==> src/rtl/im_load_run_ctrl.sv <==
`default_nettype none
// ============================================================================
// Module      : im_load_run_ctrl
// Description : Host load/run controller. Streams host words into IM,
//               releases the core, reports retires and signals completion.
// Revision    : 1.0 - initial release
// ============================================================================
module im_load_run_ctrl #(
    parameter int          IM_DEPTH   = 10,
    parameter logic [31:0] END_INST   = 32'h0000_0073,
    parameter int          MAX_CYCLES = 4096
) (
    input  logic                clk,
    input  logic                rst_n,
    input  logic                wr_im,
    input  logic [31:0]         top_inst_i,
    input  logic                start,
    output logic                finish,
    output logic [31:0]         executed_inst,
    output logic                timeout,
    output logic                load_ovf,
    output logic                im_we,
    output logic [IM_DEPTH-1:0] im_waddr,
    output logic [31:0]         im_wdata,
    output logic                cpu_run,
    input  logic                wb_valid,
    input  logic [31:0]         wb_inst
);

    localparam int                c_CYC_W   = $clog2(MAX_CYCLES + 1);
    localparam logic [c_CYC_W-1:0] c_MAX_CYC = c_CYC_W'(MAX_CYCLES);
    localparam logic [IM_DEPTH:0] c_IM_CAP  = {1'b1, {IM_DEPTH{1'b0}}};
    localparam logic [IM_DEPTH:0] c_CNT_ONE = {{IM_DEPTH{1'b0}}, 1'b1};

    typedef enum logic [1:0] {
        ST_LOAD  = 2'd0,
        ST_RUN   = 2'd1,
        ST_DRAIN = 2'd2,
        ST_DONE  = 2'd3
    } state_t;

    state_t               r_state;
    state_t               w_state_nxt;
    logic [IM_DEPTH:0]    r_load_cnt;
    logic [IM_DEPTH:0]    r_ret_cnt;
    logic [c_CYC_W-1:0]   r_cyc_cnt;
    logic                 r_im_we;
    logic [IM_DEPTH-1:0]  r_im_waddr;
    logic [31:0]          r_im_wdata;
    logic [31:0]          r_exec;
    logic                 r_timeout;
    logic                 r_load_ovf;

    logic w_im_full;
    logic w_load_ok;
    logic w_load_drop;
    logic w_retire;
    logic w_ret_last;
    logic w_wdog;

    assign w_im_full   = (r_load_cnt == c_IM_CAP);
    assign w_load_ok   = (r_state == ST_LOAD) && wr_im && !w_im_full;
    assign w_load_drop = (r_state == ST_LOAD) && wr_im && w_im_full;
    assign w_retire    = (r_state == ST_RUN) && wb_valid;
    // The last loaded word retiring ends the run even without END_INST.
    assign w_ret_last  = w_retire &&
                         ((wb_inst == END_INST) || ((r_ret_cnt + c_CNT_ONE) == r_load_cnt));
    assign w_wdog      = (r_state == ST_RUN) && (r_cyc_cnt == c_MAX_CYC);

    always_ff @(posedge clk or negedge rst_n) begin
        if (!rst_n) begin
            r_state <= ST_LOAD;
        end else begin
            r_state <= w_state_nxt;
        end
    end

    always_comb begin
        w_state_nxt = r_state;
        case (r_state)
            ST_LOAD: begin
                if (start && !wr_im) begin
                    w_state_nxt = (r_load_cnt == '0) ? ST_DRAIN : ST_RUN;
                end
            end
            ST_RUN: begin
                if (w_ret_last || w_wdog) begin
                    w_state_nxt = ST_DRAIN;
                end
            end
            ST_DRAIN: w_state_nxt = ST_DONE;
            ST_DONE:  w_state_nxt = ST_DONE;
            default:  w_state_nxt = ST_LOAD;
        endcase
    end

    always_ff @(posedge clk or negedge rst_n) begin
        if (!rst_n) begin
            r_load_cnt <= '0;
            r_ret_cnt  <= '0;
            r_cyc_cnt  <= '0;
            r_im_we    <= 1'b0;
            r_im_waddr <= '0;
            r_im_wdata <= '0;
            r_exec     <= '0;
            r_timeout  <= 1'b0;
            r_load_ovf <= 1'b0;
        end else begin
            r_im_we <= w_load_ok;
            if (w_load_ok) begin
                r_im_waddr <= r_load_cnt[IM_DEPTH-1:0];
                r_im_wdata <= top_inst_i;
                r_load_cnt <= r_load_cnt + c_CNT_ONE;
            end
            if (w_load_drop) begin
                r_load_ovf <= 1'b1;
            end
            r_exec <= w_retire ? wb_inst : 32'h0;
            if (w_retire) begin
                r_ret_cnt <= r_ret_cnt + c_CNT_ONE;
            end
            if ((r_state == ST_RUN) && !w_wdog) begin
                r_cyc_cnt <= r_cyc_cnt + 1'b1;
            end
            if (w_wdog) begin
                r_timeout <= 1'b1;
            end
        end
    end

    assign finish        = (r_state == ST_DONE);
    assign cpu_run       = (r_state == ST_RUN);
    assign executed_inst = r_exec;
    assign timeout       = r_timeout;
    assign load_ovf      = r_load_ovf;
    assign im_we         = r_im_we;
    assign im_waddr      = r_im_waddr;
    assign im_wdata      = r_im_wdata;

endmodule
`default_nettype wire

==> config.mk <==
export PLATFORM = sky130hd
export DESIGN_NAME = im_load_run_ctrl
export DESIGN_NICKNAME = d
export VERILOG_FILES = /design/src/rtl/im_load_run_ctrl.sv
export SDC_FILE = /design/constraint.sdc
export NUM_CORES = 1
export LEC_CHECK = 0
export ABC_AREA = 1
export CELL_PAD_IN_SITES_DETAIL_PLACEMENT = 2
export CELL_PAD_IN_SITES_GLOBAL_PLACEMENT = 2
export CORE_MARGIN = 2
export CORE_UTILIZATION = 29
export CTS_BUF_LIST = sky130_fd_sc_hd__clkbuf_16
export CTS_CLUSTER_SIZE = 12
export DETAILED_ROUTE_END_ITERATION = 10
export GPL_ROUTABILITY_DRIVEN = 0
export PLACE_DENSITY = 0.82
export SYNTH_ARGS = -nofsm -noshare
export SYNTH_HDL_FRONTEND = slang
export SYNTH_SLANG_ARGS = --single-unit
==> constraint.sdc <==
create_clock -name clk -period 3.7 [get_ports clk]
set_input_delay 0.37 -clock clk [delete_from_list [all_inputs] [get_ports clk]]
set_output_delay 0.37 -clock clk [all_outputs]
set_load 0.1 [all_outputs]
==> results of run 1 <==
-- worst min path at each step --
stage	from	endpoint
6_report	rst_n	im_wdata[0]
5_1_grt	rst_n	im_wdata[0]
4_1_cts	rst_n	im_wdata[1]
3_5_place_dp	im_wdata[3]	im_wdata[3]
3_3_place_gp	im_wdata[8]	im_wdata[8]
2_1_floorplan	rst_n	executed_inst[0]
-- state kept, by name, summed over array words and instances (netlist names) --
register       flops
executed_inst     32
r_ret_cnt         11
load_ovf           1
r_cyc_cnt         13
im_waddr          10
r_load_cnt        11
timeout            1
im_wdata          32
im_we              1
r_state            2
-- cells by family after synthesis --
logic type,Yosys count,synth area share (%)
XOR/XNOR,22,3.82
AND/OR/NAND/NOR,318,26.4
buffers and inverters,92,7.15
AO/OA/AOI/OAI,40,4.79
flip-flops,114,56.6
adder cells (fa/ha/maj),5,1.24
-- final cells by class --
type | instances | area, um^2
Multi-Input combinational cell | 385 | 1830
Clock buffer | 17 | 425
Sequential cell | 114 | 2850
Fill cell | 1880 | 9710
Inverter | 78 | 293
Tap cell | 225 | 282
Timing Repair Buffer | 151 | 1500
Clock inverter | 15 | 224
-- worst max-delay path, cell delays in order, from the launching register on --
cell	delay, ns
dfrtp_1	0.38
inv_1	0.06
nor2_1	0.23
clkdlybuf4s50_1	1.19
-- metal layers --
metal / vias to the layer above / track usage [%]
li1: 2163 / -
met1: 2306 / 22.0
met2: 161 / 32.5
met3: 19 / 7.16
met4: 0 / 4.80
met5: - / 0
-- power groups by stage --
stage	Clock [mW]	Combinational, mW	Sequential [mW]
6_report	1.84	3.92	1.96
3_5_place_dp	0	3.91	1.98
4_1_cts	1.87	3.96	1.97
2_1_floorplan	0	0.939	3.86
5_1_grt	1.93	4.14	2.03
3_3_place_gp	0	3.82	1.93
-- placed cells by master (no fill, tap or decap), drive strengths merged, types with 6 or more instances in the layout --
master         Yosys  layout
inv               77      81
nand2            189     189
nand4             12      12
xor2              19      19
clkdlybuf4s50      0     146
clkbuf             4      17
nor3               8       8
nor2              64      64
o21ai             33      33
bufinv             0       6
nand3             37      37
nor4               8       8
dfrtp            114     114
==> flow_summary.json, run 1 <==
{
  "status": "complete, no violations",
  "postLayoutCellArea_mm2": 0.00740,
  "cts-root-buf": "clkbuf_16",
  "synthesis.instances": 591,
  "grt_overflow": 0,
  "clock_latency_ns": 0.41,
  "p_seq_share_pct": 25.4,
  "drive_gt1_share_pct": 6.32,
  "topRoutingLayerUsed": "met4",
  "final_cells": 985,
  "synth_edf_count": 0,
  "finClkSkew_ns": 0.00823,
  "endpoint_kind": "primary output",
  "cellLeakagePower_nw": 3.56,
  "powerDensity_mw_per_mm2": 1040,
  "setup_viol": 0,
  "die-height_um": 136,
  "die_w_um": 136,
  "relSlewSlack_pct": 30.3,
  "core_mm2": 0.0171,
  "setup_tns_ns": 0,
  "wl_met3_mm": 1.34,
  "yosys-top-cells-area": "dfrtp_1 57%, nand2_1 14%, inv_1 5.7%",
  "path_class": "flop to primary output",
  "synthTopCellsByCount": "186 x nand2_1, 114 x dfrtp_1, 76 x inv_1, 61 x nor2_1, 37 x nand3_1",
  "met2_length_mm": 8.15,
  "rows": 48,
  "crit_start": "r_state[0]",
  "ys_async_sr_fraction_pct": 100,
  "fin_crit_ns": 2.65,
  "wl_met1_mm": 6.99,
  "cts_made_buffers": 17,
  "switching_share_pct": 51.2,
  "comb_power_share_pct": 50.8,
  "n_antenna_cell": 0,
  "grt_setup_unrepaired": "false",
  "hold_slack_ns": 0.0442,
  "ys.flop_type": "dfrtp_1",
  "area_growth_pct": 46.9,
  "worst_slack_ns": 1.05,
  "cts_resized": 0,
  "cts_hold_buf": 0,
  "syn-mean-instance-area_um2": 8.53,
  "place_area_mm2": 0.00675,
  "path_clk_slew_ns": 0.06,
  "worstPathArrival_ns": 2.28,
  "ys_types": 26,
  "port_buffers": 147,
  "grt_max_degree": 64,
  "grt_pass1_wl_mm": 27.2,
  "nets": 821,
  "yosysSeqAreaShare_pct": 56.6,
  "vias": 4649,
  "cp_max_fo": 4,
  "min_path_type": "input port to asynchronous set/reset pin",
  "power_mw": 7.71,
  "fmax_mhz": 377,
  "grt_util_all_layers_pct": 18.8,
  "synth_top_area_share_pct": 56.6,
  "critPathLaunchType": "flop",
  "final_hold_viol_count": 0,
  "r2r_start": "r_load_cnt[0]",
  "firstDrtPassIters": 5,
  "postLayoutCoreUtil_pct": 43.3,
  "initial_utilization_pct": 29.5,
  "synth_warnings": 0,
  "worstRegToRegCells": 10,
  "hpwl_mm": 11.7,
  "peakVddDrop_mv": 0.511,
  "regToRegEndpoint": "r_load_cnt[5]",
  "r2r_slack_ns": 1.15,
  "endpoint": "cpu_run",
  "cp_data_required_time_ns": 3.33,
  "dp_cells": 953,
  "clkSinkCount": 114,
  "ant_nets": 0,
  "syn_area_mm2": 0.00504,
  "p_int_mw": 3.76,
  "routed_wl_mm": 16.7,
  "grt_pass1_vias": 5262,
  "cts_setup_buffers": 0,
  "clockPowerShare_pct": 23.8,
  "ioPinCount": 148,
  "slew_violations": 0,
  "drt-wirelength-per-cell_um": 16.9,
  "yosysTopAreaCell": "dfrtp_1",
  "worst_slew_pin_slew_ns": 1.04,
  "cap_violations": 0,
  "clockBufferDepth": 2,
  "syn_nets": 665,
  "synth_seq_cells": 114,
  "die_area_mm2": 0.0185,
  "via_per_inst": 4.72,
  "fin_crit_sh_pct": 71.6,
  "synth.most_common_cell": "nand2_1",
  "power_switching_mw": 3.95,
  "route.detailed.drc": 0,
  "dp_slack_ns": 1.12,
  "antenna_found_initial": 0,
  "drt_iter0_markers": 132,
  "cts_tree": "done",
  "ctsHtreeMaxLevel": 4
}
Note: power is estimated with default switching activity, not from simulation.
==> run 2, diff against run 1 <==
--- a/config.mk
+++ b/config.mk
@@ -9,12 +9,12 @@
 export CELL_PAD_IN_SITES_DETAIL_PLACEMENT = 2
 export CELL_PAD_IN_SITES_GLOBAL_PLACEMENT = 2
 export CORE_MARGIN = 2
-export CORE_UTILIZATION = 29
+export CORE_UTILIZATION = 25
 export CTS_BUF_LIST = sky130_fd_sc_hd__clkbuf_16
 export CTS_CLUSTER_SIZE = 12
 export DETAILED_ROUTE_END_ITERATION = 10
 export GPL_ROUTABILITY_DRIVEN = 0
-export PLACE_DENSITY = 0.82
+export PLACE_DENSITY = 0.75
 export SYNTH_ARGS = -nofsm -noshare
 export SYNTH_HDL_FRONTEND = slang
 export SYNTH_SLANG_ARGS = --single-unit
==> constraint.sdc (replaced) <==
create_clock -name clk -period 2.35 [get_ports clk]
set_input_delay 0.235 -clock clk [delete_from_list [all_inputs] [get_ports clk]]
set_output_delay 0.235 -clock clk [all_outputs]
set_load 0.1 [all_outputs]
==> flow_summary.json, run 2 (synthesis gave the netlist of run 1 again) <==
{
  "status": "complete, no violations",
  "relSlewSlack_pct": 49.3,
  "postLayoutCellArea_mm2": 0.00728,
  "die_area_mm2": 0.0213,
  "clockBufferDepth": 2,
  "holdPathStages": 3,
  "grt_pass1_vias": 5195,
  "powerDensity_mw_per_mm2": 1620,
  "fin_crit_ns": 2.00,
  "ant_nets": 0,
  "area_growth_pct": 44.5,
  "r2r_start": "r_load_cnt[1]",
  "worst_slew_pin_slew_ns": 0.760,
  "n_antenna_cell": 0,
  "dp_slack_ns": 0.301,
  "drt_iter0_markers": 83,
  "ctsHtreeMaxLevel": 4,
  "power_mw": 11.8,
  "slowest_stage": "dfrtp_1",
  "grt_pass1_wl_mm": 27.5,
  "firstDrtPassIters": 4,
  "regToRegEndpoint": "r_load_cnt[4]",
  "grt_setup_unrepaired": "false",
  "path_cells": "inv_1 > ha_1 > nand4_1 > nor4_2 > nand2_1 > nand2_2 > buf_4 > nor2_1 > nand3_1 > xor2_1",
  "clkSinkCount": 114,
  "worstPathArrival_ns": 2.34,
  "vias": 4548,
  "ioPinCount": 148,
  "endpoint_kind": "flop",
  "cts_tree": "done",
  "path_clk_slew_ns": 0.06,
  "finClkSkew_ns": 0.00551,
  "path_class": "flop to flop",
  "port_buffers": 147,
  "layout_commonest_cell": "nand2_1",
  "setup_viol": 0,
  "antenna_found_initial": 0,
  "grt_overflow": 0,
  "slowest_delay_ns": 0.42,
  "peakVddDrop_mv": 0.690,
  "critPathLaunchType": "flop",
  "cp_data_required_time_ns": 2.69,
  "routed_wl_mm": 16.8,
  "cp_max_fo": 21,
  "setup_tns_ns": 0,
  "fmax_mhz": 500,
  "die_w_um": 146,
  "grt_max_degree": 57,
  "hold-path-endpoint": "im_wdata[6]",
  "place_area_mm2": 0.00666,
  "cts_made_buffers": 17,
  "crit_buf_inv": 2,
  "route.detailed.drc": 0,
  "hpwl_mm": 12.5,
  "worstRegToRegCells": 10,
  "final_cell_mix": "186 x nand2_1, 114 x dfrtp_1, 86 x buf_4",
  "via_per_inst": 4.42,
  "clock_latency_ns": 0.41,
  "cellLeakagePower_nw": 3.67,
  "postLayoutCoreUtil_pct": 37.1,
  "rows": 51,
  "drive_gt1_share_pct": 17.9,
  "drt-wirelength-per-cell_um": 16.3,
  "cap_violations": 0,
  "fin_crit_sh_pct": 85.1,
  "hold_start": "top_inst_i[6]",
  "grt_util_all_layers_pct": 16.2,
  "nets": 826,
  "core_mm2": 0.0197,
  "initial_utilization_pct": 25.6,
  "cpLargestDelayFamily": "simple AND/OR/NAND/NOR gates",
  "min_path_type": "input port to flop",
  "die-height_um": 146,
  "r2r_slack_ns": 0.35,
  "final_hold_viol_count": 0,
  "slew_violations": 0,
  "worst_slack_ns": 0.349,
  "cts-root-buf": "clkbuf_16"
}
run 2: stage by stage:
| step | cells | hold WS (ns) |
|---|---|---|
| 2_1_floorplan | 591 | -0.0606 |
| 3_3_place_gp | 997 | 0.334 |
| 3_5_place_dp | 997 | 0.360 |
| 4_1_cts | 1030 | 0.347 |
| 5_1_grt | 1030 | 0.363 |
| 6_report | 1030 | 0.368 |
run 2: repair_timing:
action                                 CTS  global route
endpoints found under the hold margin   54             0
gates resized for setup                  0             0
hold buffers                             1             0
setup buffers                            0             0
setup endpoints to repair                0             0
run 2: area by class of cell:
class	count	area, um^2
fillers	2245	12400
flip-flops and latches	114	2850
multi-input cells	385	1830
repair buffers	156	1370
clock buffers	17	425
well taps	265	332
inverters	78	293
clock inverters	15	185
run 2: report_power, final:
| part | switching (mW) | internal [mW] |
|---|---|---|
| Clock | 1.00 | 1.68 |
| Sequential | 0.498 | 2.60 |
| Combinational | 4.79 | 1.24 |
run 2: how the worst max path moves through the flow:
stage,slack [ns],end,cells past startpoint,startpoint
2_1_floorplan,0.12,r_cyc_cnt[11],5,r_state[1]
3_3_place_gp,0.38,r_load_cnt[4],10,r_load_cnt[0]
3_5_place_dp,0.30,r_load_cnt[4],10,r_load_cnt[1]
4_1_cts,0.28,r_state[1],15,r_ret_cnt[0]
6_report,0.35,r_load_cnt[4],10,r_load_cnt[1]
5_1_grt,0.008,r_state[1],15,r_ret_cnt[0]
run 2: tightest hold or removal path, cell delays in order:
cell	delay, ns
clkdlybuf4s50_1	0.40
nand2_1	0.06
nand2_1	0.04
run 2: routing by layer:
layer  GRT usage, %  share of wire [%]  vias to the layer above  wire (um)
li1               -                  -                     2165          -
met1           18.7                 42                     2252       7030
met2           29.2                 52                      120       8640
met3           4.95                5.7                       11        957
met4           4.42               0.82                        0        138
met5              0                  0                        -          0
